File: config.mk
export PLATFORM = sky130hd
export DESIGN_NAME = icap_wb_loader
export DESIGN_NICKNAME = d
export VERILOG_FILES = /design/src/rtl/icap_wb_loader.sv
export SDC_FILE = /design/constraint.sdc
export NUM_CORES = 1
export LEC_CHECK = 0
export BUFFER_PORTS_ARGS = -buffer_cell sky130_fd_sc_hd__buf_2
export CORE_ASPECT_RATIO = 1.1
export CORE_MARGIN = 3
export CORE_UTILIZATION = 45
export DETAILED_ROUTE_END_ITERATION = 12
export PLACE_DENSITY = 0.82
export SYNTH_ARGS = -nofsm -noshare
export SYNTH_HDL_FRONTEND = slang
export SYNTH_SLANG_ARGS = --single-unit
File: constraint.sdc
create_clock -name clk -period 2.88 [get_ports clk]
set_clock_uncertainty 0.1 [all_clocks]
set_input_delay 0.576 -clock clk [delete_from_list [all_inputs] [get_ports clk]]
set_output_delay 0.576 -clock clk [all_outputs]
set_load 0.05 [all_outputs]
File: src/rtl/icap_wb_loader.sv
// Wishbone master that streams bytes into the ICAP slave or reads status bytes back.
// Each byte is one single-beat Wishbone cycle. A timeout or an abort ends the job with a sticky error.
module icap_wb_loader #(
  parameter int unsigned TIMEOUT = 255,
  parameter int unsigned CNTW    = 32
) (
  input  logic            clk,
  input  logic            reset_n,
  input  logic            start,
  input  logic            rd_mode,
  input  logic [CNTW-1:0] length,
  input  logic            abort,
  input  logic [7:0]      in_dat,
  input  logic            in_valid,
  output logic            in_ready,
  output logic [7:0]      out_dat,
  output logic            out_valid,
  output logic            cyc_o,
  output logic            stb_o,
  output logic            we_o,
  output logic [31:0]     dat_o,
  input  logic [31:0]     dat_i,
  input  logic            ack_i,
  output logic            busy,
  output logic            done,
  output logic            error,
  output logic [CNTW-1:0] progress
);
  localparam int unsigned WAITW = 16;
  localparam int unsigned DATW  = 32;

  typedef enum logic [2:0] {
    S_IDLE, S_FETCH, S_WB_WR, S_WB_RD, S_RD_GAP, S_DONE, S_ERR
  } state_t;

  state_t           r_state, w_state_nxt;
  logic [CNTW-1:0]  r_remaining, w_remaining_nxt;
  logic [CNTW-1:0]  r_progress, w_progress_nxt;
  logic [WAITW-1:0] r_wait, w_wait_nxt;
  logic [DATW-1:0]  r_dat_o, w_dat_o_nxt;
  logic [7:0]       r_out_dat, w_out_dat_nxt;
  logic             r_out_valid, w_out_valid_nxt;
  logic             r_error, w_error_nxt;
  logic             r_done, w_done_nxt;
  logic             r_busy, w_busy_nxt;
  logic             r_cyc, w_cyc_nxt;
  logic             r_we, w_we_nxt;
  logic             r_in_ready, w_in_ready_nxt;
  logic             w_in_wb, w_ack, w_tmo, w_last;
  logic             w_unused_dat;

  // The upper bits of the read data are never used.
  assign w_unused_dat = ^dat_i[DATW-1:8];

  assign w_in_wb = (r_state == S_WB_WR) || (r_state == S_WB_RD);
  assign w_ack   = w_in_wb && ack_i;
  assign w_tmo   = w_in_wb && !ack_i && (r_wait == WAITW'(TIMEOUT));
  assign w_last  = (r_remaining == CNTW'(1));

  always_ff @(posedge clk or negedge reset_n) begin
    if (!reset_n) begin
      r_state     <= S_IDLE;
      r_remaining <= '0;
      r_progress  <= '0;
      r_wait      <= '0;
      r_dat_o     <= '0;
      r_out_dat   <= '0;
      r_out_valid <= 1'b0;
      r_error     <= 1'b0;
      r_done      <= 1'b0;
      r_busy      <= 1'b0;
      r_cyc       <= 1'b0;
      r_we        <= 1'b0;
      r_in_ready  <= 1'b0;
    end else begin
      r_state     <= w_state_nxt;
      r_remaining <= w_remaining_nxt;
      r_progress  <= w_progress_nxt;
      r_wait      <= w_wait_nxt;
      r_dat_o     <= w_dat_o_nxt;
      r_out_dat   <= w_out_dat_nxt;
      r_out_valid <= w_out_valid_nxt;
      r_error     <= w_error_nxt;
      r_done      <= w_done_nxt;
      r_busy      <= w_busy_nxt;
      r_cyc       <= w_cyc_nxt;
      r_we        <= w_we_nxt;
      r_in_ready  <= w_in_ready_nxt;
    end
  end

  always_comb begin
    w_state_nxt     = r_state;
    w_remaining_nxt = r_remaining;
    w_progress_nxt  = r_progress;
    w_dat_o_nxt     = r_dat_o;
    w_out_dat_nxt   = r_out_dat;
    w_out_valid_nxt = 1'b0;
    w_error_nxt     = r_error;
    w_wait_nxt      = (w_in_wb && !ack_i) ? r_wait + 1'b1 : '0;

    // An acknowledged byte always counts, even when abort or timeout hits in the same cycle.
    if (w_ack) begin
      w_progress_nxt  = (&r_progress) ? r_progress : r_progress + 1'b1;
      w_remaining_nxt = r_remaining - 1'b1;
    end

    case (r_state)
      S_IDLE: begin
        if (start) begin
          w_remaining_nxt = length;
          w_progress_nxt  = '0;
          w_error_nxt     = 1'b0;
          if (length == '0)  w_state_nxt = S_DONE;
          else if (rd_mode)  w_state_nxt = S_WB_RD;
          else               w_state_nxt = S_FETCH;
        end
      end
      S_FETCH: begin
        if (in_valid && r_in_ready) begin
          w_dat_o_nxt = DATW'(in_dat);
          w_state_nxt = S_WB_WR;
        end
      end
      S_WB_WR: begin
        if (ack_i)      w_state_nxt = w_last ? S_DONE : S_FETCH;
        else if (w_tmo) w_state_nxt = S_ERR;
      end
      S_WB_RD: begin
        if (ack_i) begin
          w_out_dat_nxt   = dat_i[7:0];
          w_out_valid_nxt = 1'b1;
          w_state_nxt     = w_last ? S_DONE : S_RD_GAP;
        end else if (w_tmo) begin
          w_state_nxt = S_ERR;
        end
      end
      S_RD_GAP: w_state_nxt = S_WB_RD;
      default:  w_state_nxt = S_IDLE;
    endcase

    if (abort && (r_state != S_IDLE) && (r_state != S_ERR)) w_state_nxt = S_ERR;
    if (w_state_nxt == S_ERR) w_error_nxt = 1'b1;

    // Outputs are registered and decoded from the state being entered.
    w_done_nxt     = (w_state_nxt == S_DONE);
    w_busy_nxt     = (w_state_nxt == S_FETCH) || (w_state_nxt == S_WB_WR) ||
                     (w_state_nxt == S_WB_RD) || (w_state_nxt == S_RD_GAP);
    w_cyc_nxt      = (w_state_nxt == S_WB_WR) || (w_state_nxt == S_WB_RD);
    w_we_nxt       = (w_state_nxt == S_WB_WR);
    w_in_ready_nxt = (w_state_nxt == S_FETCH);
  end

  assign in_ready  = r_in_ready;
  assign out_dat   = r_out_dat;
  assign out_valid = r_out_valid;
  assign cyc_o     = r_cyc;
  assign stb_o     = r_cyc;
  assign we_o      = r_we;
  assign dat_o     = r_dat_o;
  assign busy      = r_busy;
  assign done      = r_done;
  assign error     = r_error;
  assign progress  = r_progress;

endmodule

Word-level counts from Yosys, hierarchy flattened
Index checks and enable logic that the tools add are counted.

word-level totals
  register bits = 106
  word-level logic and storage cells = 74

cells by class
  equality and inequality tests = 13
  $add $sub $neg = 3
  muxes and demuxes = 24
  reduce and logical (&&, ||, !) cells = 21

operators with widths
  kind                     number
  $mux W32                 7
  $add A32 B1 Y32 const B  1
  $eq A32 B1 Y1 const B    1
  $logic_not A32 Y1        1
  $reduce_and A32 Y1       1
  $sub A32 B1 Y32 const B  1
  $mux W3                  8
  $add A16 B1 Y16 const B  1
  $eq A16 B8 Y1 const B    1
  $mux W16                 1
  $pmux W3 S5              1
  $eq A3 B2 Y1 const B     4
  $eq A3 B3 Y1 const B     4
  $eq A3 B1 Y1 const B     2
  $logic_and A1 B1 Y1      6
  $mux W1                  6
  $reduce_and A2 Y1        3
  $logic_or A1 B1 Y1       5
  $reduce_bool A2 Y1       2
  $logic_not A3 Y1         1
  $ne A3 B3 Y1 const B     1
  $reduce_bool A3 Y1       1
  $mux W2                  1
  $logic_not A1 Y1         1

Longest topological paths before layout
Gate-level depths: netlist of the first run.

  depth in word-level cells = 12
  mapped depth = 9
  depth with buffers taken out = 8

Least setup slack after synthesis of the first run
No wires, ideal clock.

  path type = register -> register
  start point = register r_progress[2] (netlist: progress[2])
  end point = register r_progress[31] (netlist: progress[31])
  arrival = 2.341 ns
  buffers on the path = 0
  setup slack = 0.307 ns
  stages on the path, launching flop included = 7
  required time = 2.648 ns
  library setup time = 0.132 ns
  period minus slack after synthesis = 2.573 ns
  cell sequence = dfrtp_1 nand4_1 or3_1 a2111oi_0 nand4_1 xor2_1 nor2_1

between the ends
  word-level cells in the longest chain between the ends = 5
  elaborated cells on any way between the ends = 6
  classes of those cells = add/sub: 1; mux: 4; reduce/logical: 1

ends and longest elaborated chain
  what                                                          line  RTL
  start, declared                                               38    logic [CNTW-1:0] r_progress, w_progress_nxt;
  start signal, assigned                                        78    r_progress <= w_progress_nxt;
  $add A32 B1 Y32 / $reduce_and A32 Y1 (equally long branches)  104   w_progress_nxt = (&r_progress) ? r_progress : r_progress + 1'b1;
  $mux W32 *                                                    104
  $mux W32 *                                                    103   if (w_ack) begin
  $mux W32                                                      110   if (start) begin
  $mux W32 *                                                    108   case (r_state)
  named net w_progress_nxt[31]                                  38

The timed path passes the listed nets; every way through them passes the cells marked *.
A chain may end at the register's enable or synchronous reset.

Worst setup path after layout of the first run
  start point = register r_remaining[3]
  end point = register r_remaining[19]

between the ends
  word-level cells in the longest chain between the ends = 4

ends and longest elaborated chain
  what                           line  RTL
  start, declared                37    logic [CNTW-1:0] r_remaining, w_remaining_nxt;
  start signal, assigned         77    r_remaining <= w_remaining_nxt;
  $sub A32 B1 Y32 *              105   w_remaining_nxt = r_remaining - 1'b1;
  $mux W32 *                     103
  $mux W32                       110
  $mux W32 *                     108
  named net w_remaining_nxt[19]  37

Marks and branches as above.

==> impl_metrics.ini, run 1 <==
[critical_path]
ff2ff_setup_slack_ps = 250
crit_chain = or3_4, or4_4, or4_4, nor4_4, xnor2_1, o21ai_2
critPathMostFrequentCell = or4_4
start_kind = flop
criticalPathCategory = flop to flop
critPathMaxStageDelay_ps = 610
crit_required_ps = 2980
cpLargestDelayFamily = simple AND/OR/NAND/NOR gates
endpoint_kind = flop
path_max_fanout = 7
slowest_stage = or4_4
critPathBufInv = 0
arrival_ps = 2730

[route]
drc = 0
drtIter0Drc = 277
avgRoutedWirePerCell_um = 14.4
num_vias = 4636
dr.pass1.iters = 4
antenna_left = 0
totalWireLength_um = 12400
vias_per_cell = 5.36

[clocking]
post_cts_resized = 0
post_cts_buffers = 0
cts_sinks = 106
h-tree-depth = 3
clk_pin_slew_worst_paths_ps = 70
cts_made_buffers = 9
clock-root-buffer = clkbuf_16
clk_path_buf_depth = 2
worstSkewPairLatency_ps = 350
cts_tree = built
ctsHoldBuffers = 0

[place]
portBuffers = 110
place_congestion = 0.826
place_ws_ps = 150
hpwl_um = 9140

[sta]
relSlewSlack_pct = 49.4
hold_viol = 0
fmax_mhz = 380
finalMaxSlewViolations = 0
setup_ws_ps = 248
rsz0062_at_grt = false
setup_tns_ps = 0
tightest_slew_ps = 760
fin_crit_ps = 2630
fin_crit_sh_pct = 91.4
setup_violations = 0

[die]
die_w_um = 112
die_area_mm2 = 0.0137
die_h_um = 123
floorplan.rows = 41
core_mm2 = 0.0117
initial_core_util_pct = 47.3
io-pin-count = 159

[yosys]
async_reset_ff_share_pct = 100
seq_area_frac_synth_pct = 47.7
syn_inst = 596
ys_seq_elements = 106
yosysTopAreaCell = dfrtp_1
ys_dominant_reg_cell = dfrtp_1
synth_area_mm2 = 0.00556
avgSynthCellArea_um2 = 9.33
synth_top_area_share_pct = 47.7
yosysWarnings = 0
synth_area_leaders = dfrtp_1 (48%), nand2_1 (5.7%), xor2_1 (5.0%)
synth_cell_types = 51
synth_edf_count = 0

[power_and_ir_drop]
p_leak_uw = 0.00298
pwr-share-comb_pct = 36.9
seq_power_share_pct = 41.7
power_uw = 5340
clockPowerShare_pct = 21.4
p_int_uw = 3120
p_per_area_mw_per_mm2 = 820
peakVddDrop_uv = 520
p_switching_uw = 2220
switching_share_pct = 41.6

[final_layout]
nets = 792
final_core_util_pct = 55.5
layout-drive-gt1-share_pct = 22.7
syn2layout_area_growth_pct = 17.3
nFillCells = 1072

[grt]
grt-ovfl-total = 0
met2_usage_pct = 31.6
grt_pass1_vias = 4455
grt_pass1_wl_um = 20700
grtUsageTotal_pct = 18.4
grt_use_met3_pct = 2.71
busiest_layer = met2
grt_use_met1_pct = 23.4
antenna_found_initial = 0
grt_max_degree = 83

[min_path]
min_path_type = input pin to asynchronous set/reset pin

[outcome]
status = finished clean

[flow_run]
drv_cap = 0
-- power by group through the flow --
| stage | clock, uW | combinational, uW | sequential [uW] |
|---|---|---|---|
| floorplan | 0 | 1050 | 2660 |
| global placement | 0 | 1940 | 2220 |
| detailed placement | 0 | 1980 | 2240 |
| CTS | 1170 | 1990 | 2220 |
| global route | 1230 | 2160 | 2290 |
| finish | 1150 | 1970 | 2230 |
-- state kept, by name, summed over array words and instances, names as in the netlist, 3 cells and up --
register     count
out_dat          8
r_remaining     32
r_wait          16
dat_o            8
r_state          3
progress        32
-- cell families (layout without fill, tap and decap cells) --
| kind of cell | Yosys count | in the layout | share of synthesized area, % |
|---|---|---|---|
| muxes | 11 | 11 | 2.16 |
| AOI/OAI and AO/OA | 69 | 69 | 6.86 |
| xor gates and xnor gates | 60 | 60 | 9.45 |
| other | 1 | 25 | 0.0675 |
| DFF | 106 | 106 | 47.7 |
| buffers and inverters | 55 | 150 | 5.58 |
| and+or+nand+nor | 290 | 290 | 27.3 |
| adders and majority gates | 4 | 4 | 0.900 |
-- metrics by stage --
stage | cells | hold slack, ps | cell area (um2)
after floorplan | 619 | 180 | 5650
after global placement | 848 | 354 | 6240
after detailed placement | 848 | 357 | 6240
after CTS | 864 | 215 | 6520
after global routing | 864 | 239 | 6520
final | 865 | 177 | 6520
-- Yosys cell counts, types with 7 or more instances --
| master | instances |
|---|---|
| clkbuf_1 | 19 |
| nor3_1 | 21 |
| a21oi_1 | 15 |
| dfrtp_1 | 106 |
| nor2_1 | 62 |
| nor4_1 | 15 |
| nand2_1 | 84 |
| and3_1 | 9 |
| buf_4 | 25 |
| xor2_1 | 32 |
| xnor2_1 | 28 |
| nand4_1 | 19 |
| inv_1 | 7 |
| o21ai_0 | 36 |
| mux2_2 | 8 |
| or3_1 | 16 |
| nand3_1 | 17 |
-- placed cells by master, fill, tap and decap left out, types with 2 or more instances in the layout --
master and n:
nand2b_1 3, conb_1 24, nand3b_1 3, clkinvlp_4 3
dfrtp_1 106, mux2i_1 3, and3_1 9, buf_4 16
mux2_2 8, or4_4 2, clkbuf_1 2, o21ai_0 36
a2111oi_0 2, o21ai_1 4, buf_2 109, nor3_1 21
a31oi_1 3, nand4b_1 5, nor4_1 15, o31ai_1 2
o211ai_1 4, clkbuf_16 9, or4_1 6, nor2_1 62
nor2b_1 2, xnor2_1 28, nand3_1 17, and2_1 5
nand2_1 84, xor2_1 32, or2_2 2, nand4_1 19
or3_1 16, nor4b_1 3, inv_1 7, ha_1 4
a21oi_1 15, and4_1 5
-- metal layers --
metal / vias to the layer above / wire, um / share of wire (%)
met5: - / 0 / 0
met2: 131 / 6230 / 50
li1: 2249 / - / -
met4: 0 / 299 / 2.4
met3: 27 / 660 / 5.3
met1: 2229 / 5230 / 42
-- worst paths after layout --
| kind | from | endpoint | cells past startpoint |
|---|---|---|---|
| worst max-delay path | r_remaining[3] | r_remaining[19] | 6 |
| worst min-delay path | reset_n | r_wait[2] | 1 |
| worst max register to register | r_remaining[3] | r_remaining[19] | 6 |
| worst min register to register | out_dat[6] | out_dat[6] | 2 |
| max in group asynchronous | reset_n | r_wait[4] | 2 |
| min in group clk | dat_i[6] | out_dat[6] | 3 |
-- worst register-to-register path, cell delays in order (launching register included) --
cell and delay [ps]:
dfrtp_1 420, or3_4 430, or4_4 610, or4_4 540, nor4_4 160, xnor2_1 160
o21ai_2 70
-- layout make-up --
cell class	count	area [um2]	area share, %
Clock buffer	12	246	3.78
Tap cell	150	188	2.88
Multi-Input combinational cell	458	2690	41.2
Antenna cell	1	2.50	0.0384
Timing Repair Buffer	126	686	10.5
Sequential cell	106	2650	40.7
Inverter	8	30.0	0.460
Clock inverter	4	27.5	0.422
No activity file was read; power rests on OpenSTA's default activity.
==> inputs of run 2 (changes only) <==
clock period = 3.2 ns   (was 2.88 ns; I/O delays follow)
==> run 2 against run 1 <==
Critical endpoint is now progress[29]. Utilization fell by 0.14 points. Worst setup slack improved by 290 ps. Clock-buffer cell count fell by 3. Largest cell class unchanged. Final area fell by 0.25%. Combinational power fell by 12%. Global-route usage fell by 0.21 points. Total power fell by 7.6%. Critical path type unchanged. Non-clock buffer count fell by 8. Register-to-register slack improved by 290 ps. First-iteration DRC count fell by 30%.
==> impl_metrics.ini, run 2 (synthesis results as in run 1) <==
[outcome]
status = finished clean

[clocking]
worstSkewPairLatency_ps = 340
ctsHoldBuffers = 0
clk_path_buf_depth = 2
clk_pin_slew_worst_paths_ps = 70
cts_made_buffers = 9
h-tree-depth = 3
post_cts_resized = 0
cts_sinks = 106
cts_tree = built
clock-root-buffer = clkbuf_16
post_cts_buffers = 0

[final_layout]
syn2layout_area_growth_pct = 17.0
layout-drive-gt1-share_pct = 22.1
final_area_mm2 = 0.00650
nets = 784
final_cell_mix = buf_2 (109), dfrtp_1 (106), nand2_1 (84)
layout_commonest_cell = buf_2

[sta]
rsz0062_at_grt = false
tightest_slew_ps = 846
setup_tns_ps = 0
hold_viol = 0
fin_crit_ps = 2660
fin_crit_sh_pct = 83.2
setup_violations = 0
fmax_mhz = 376
finalMaxSlewViolations = 0
relSlewSlack_pct = 42.1

[route]
dr.pass1.iters = 4
vias_per_cell = 5.42
num_vias = 4644
drc = 0
drtIter0Drc = 193
avgRoutedWirePerCell_um = 14.6
antenna_left = 0
totalWireLength_um = 12500

[power_and_ir_drop]
peakVddDrop_uv = 435
power_uw = 4940
p_per_area_mw_per_mm2 = 759
p_leak_uw = 0.00297

[place]
portBuffers = 110
placed_area_mm2 = 0.00618
hpwl_um = 9090
place_congestion = 0.847

[grt]
grtUsageTotal_pct = 18.2
grt_pass1_vias = 4465
grt-ovfl-total = 0
antenna_found_initial = 0
grt_max_degree = 83
grt_pass1_wl_um = 20500

[die]
die_w_um = 112
die_area_mm2 = 0.0137
core_mm2 = 0.0117
io-pin-count = 159
die_h_um = 123
floorplan.rows = 41
initial_core_util_pct = 47.3

[critical_path]
path_max_fanout = 7
crit_required_ps = 3300
arrival_ps = 2760
start_kind = flop
endpoint_kind = flop
criticalPathCategory = flop to flop

[min_path]
min_path_type = input pin to asynchronous set/reset pin

[flow_run]
drv_cap = 0
-- run 2: cell count changes in the layout (fill, tap and decap cells not counted) --
cell,change
inv_6,+1
bufinv_16,+2
buf_4,-8
clkinvlp_4,-3
clkinv_2,+2
clkinv_4,+1
clkbuf_8,-1
clkbuf_1,-2
-- run 2: final cells by class --
class	instances	area [um2]
fillers	1096	5240
multi-input cells	458	2690
flip-flops and latches	106	2650
repair buffers	118	626
clock buffers	9	225
well taps	150	188
clock inverters	7	92.6
inverters	8	30.0
diodes	1	2.50
-- run 2: path summary, 6_finish.rpt --
check,slack [ps],to,depth (start not counted),startpoint
worst max-delay path,540,progress[29],6,progress[2]
worst min-delay path,190,r_remaining[21],1,reset_n
worst max register to register,540,progress[29],6,progress[2]
worst min register to register,370,out_dat[1],2,out_dat[1]
max in group asynchronous,2080,progress[0],2,reset_n
min in group clk,370,out_dat[1],2,out_dat[1]
-- run 2: metal layers --
layer / up-vias / share of wire, % / GRT usage [%]
met5: - / 0 / 0
met4: 0 / 2.0 / 6.54
met3: 19 / 4.2 / 2.81
met2: 119 / 51 / 32.8
met1: 2261 / 43 / 22.3
li1: 2245 / - / -
-- run 2: report_power, final --
| group | switching, uW | internal (uW) |
|---|---|---|
| registers | 349 | 1690 |
| logic | 1170 | 552 |
| clock network | 491 | 686 |
-- run 2: worst max-delay path, cell delays in order, from the launching register on --
cell and delay [ps]:
dfrtp_1 460, nand4_1 260, or3_1 490, a2111oi_0 780
nand4_1 200, xor2_1 170, nor2_1 60
-- run 2: per-stage QoR --
step | hold WS (ps) | setup slack, ps | utilization (%) | instances
2_1_floorplan | 244 | 627 | - | 619
3_3_place_gp | 353 | 495 | 52.6 | 840
3_5_place_dp | 361 | 440 | 52.6 | 840
4_1_cts | 201 | 544 | 55.4 | 856
5_1_grt | 226 | 360 | 55.4 | 856
6_report | 185 | 539 | 55.4 | 857
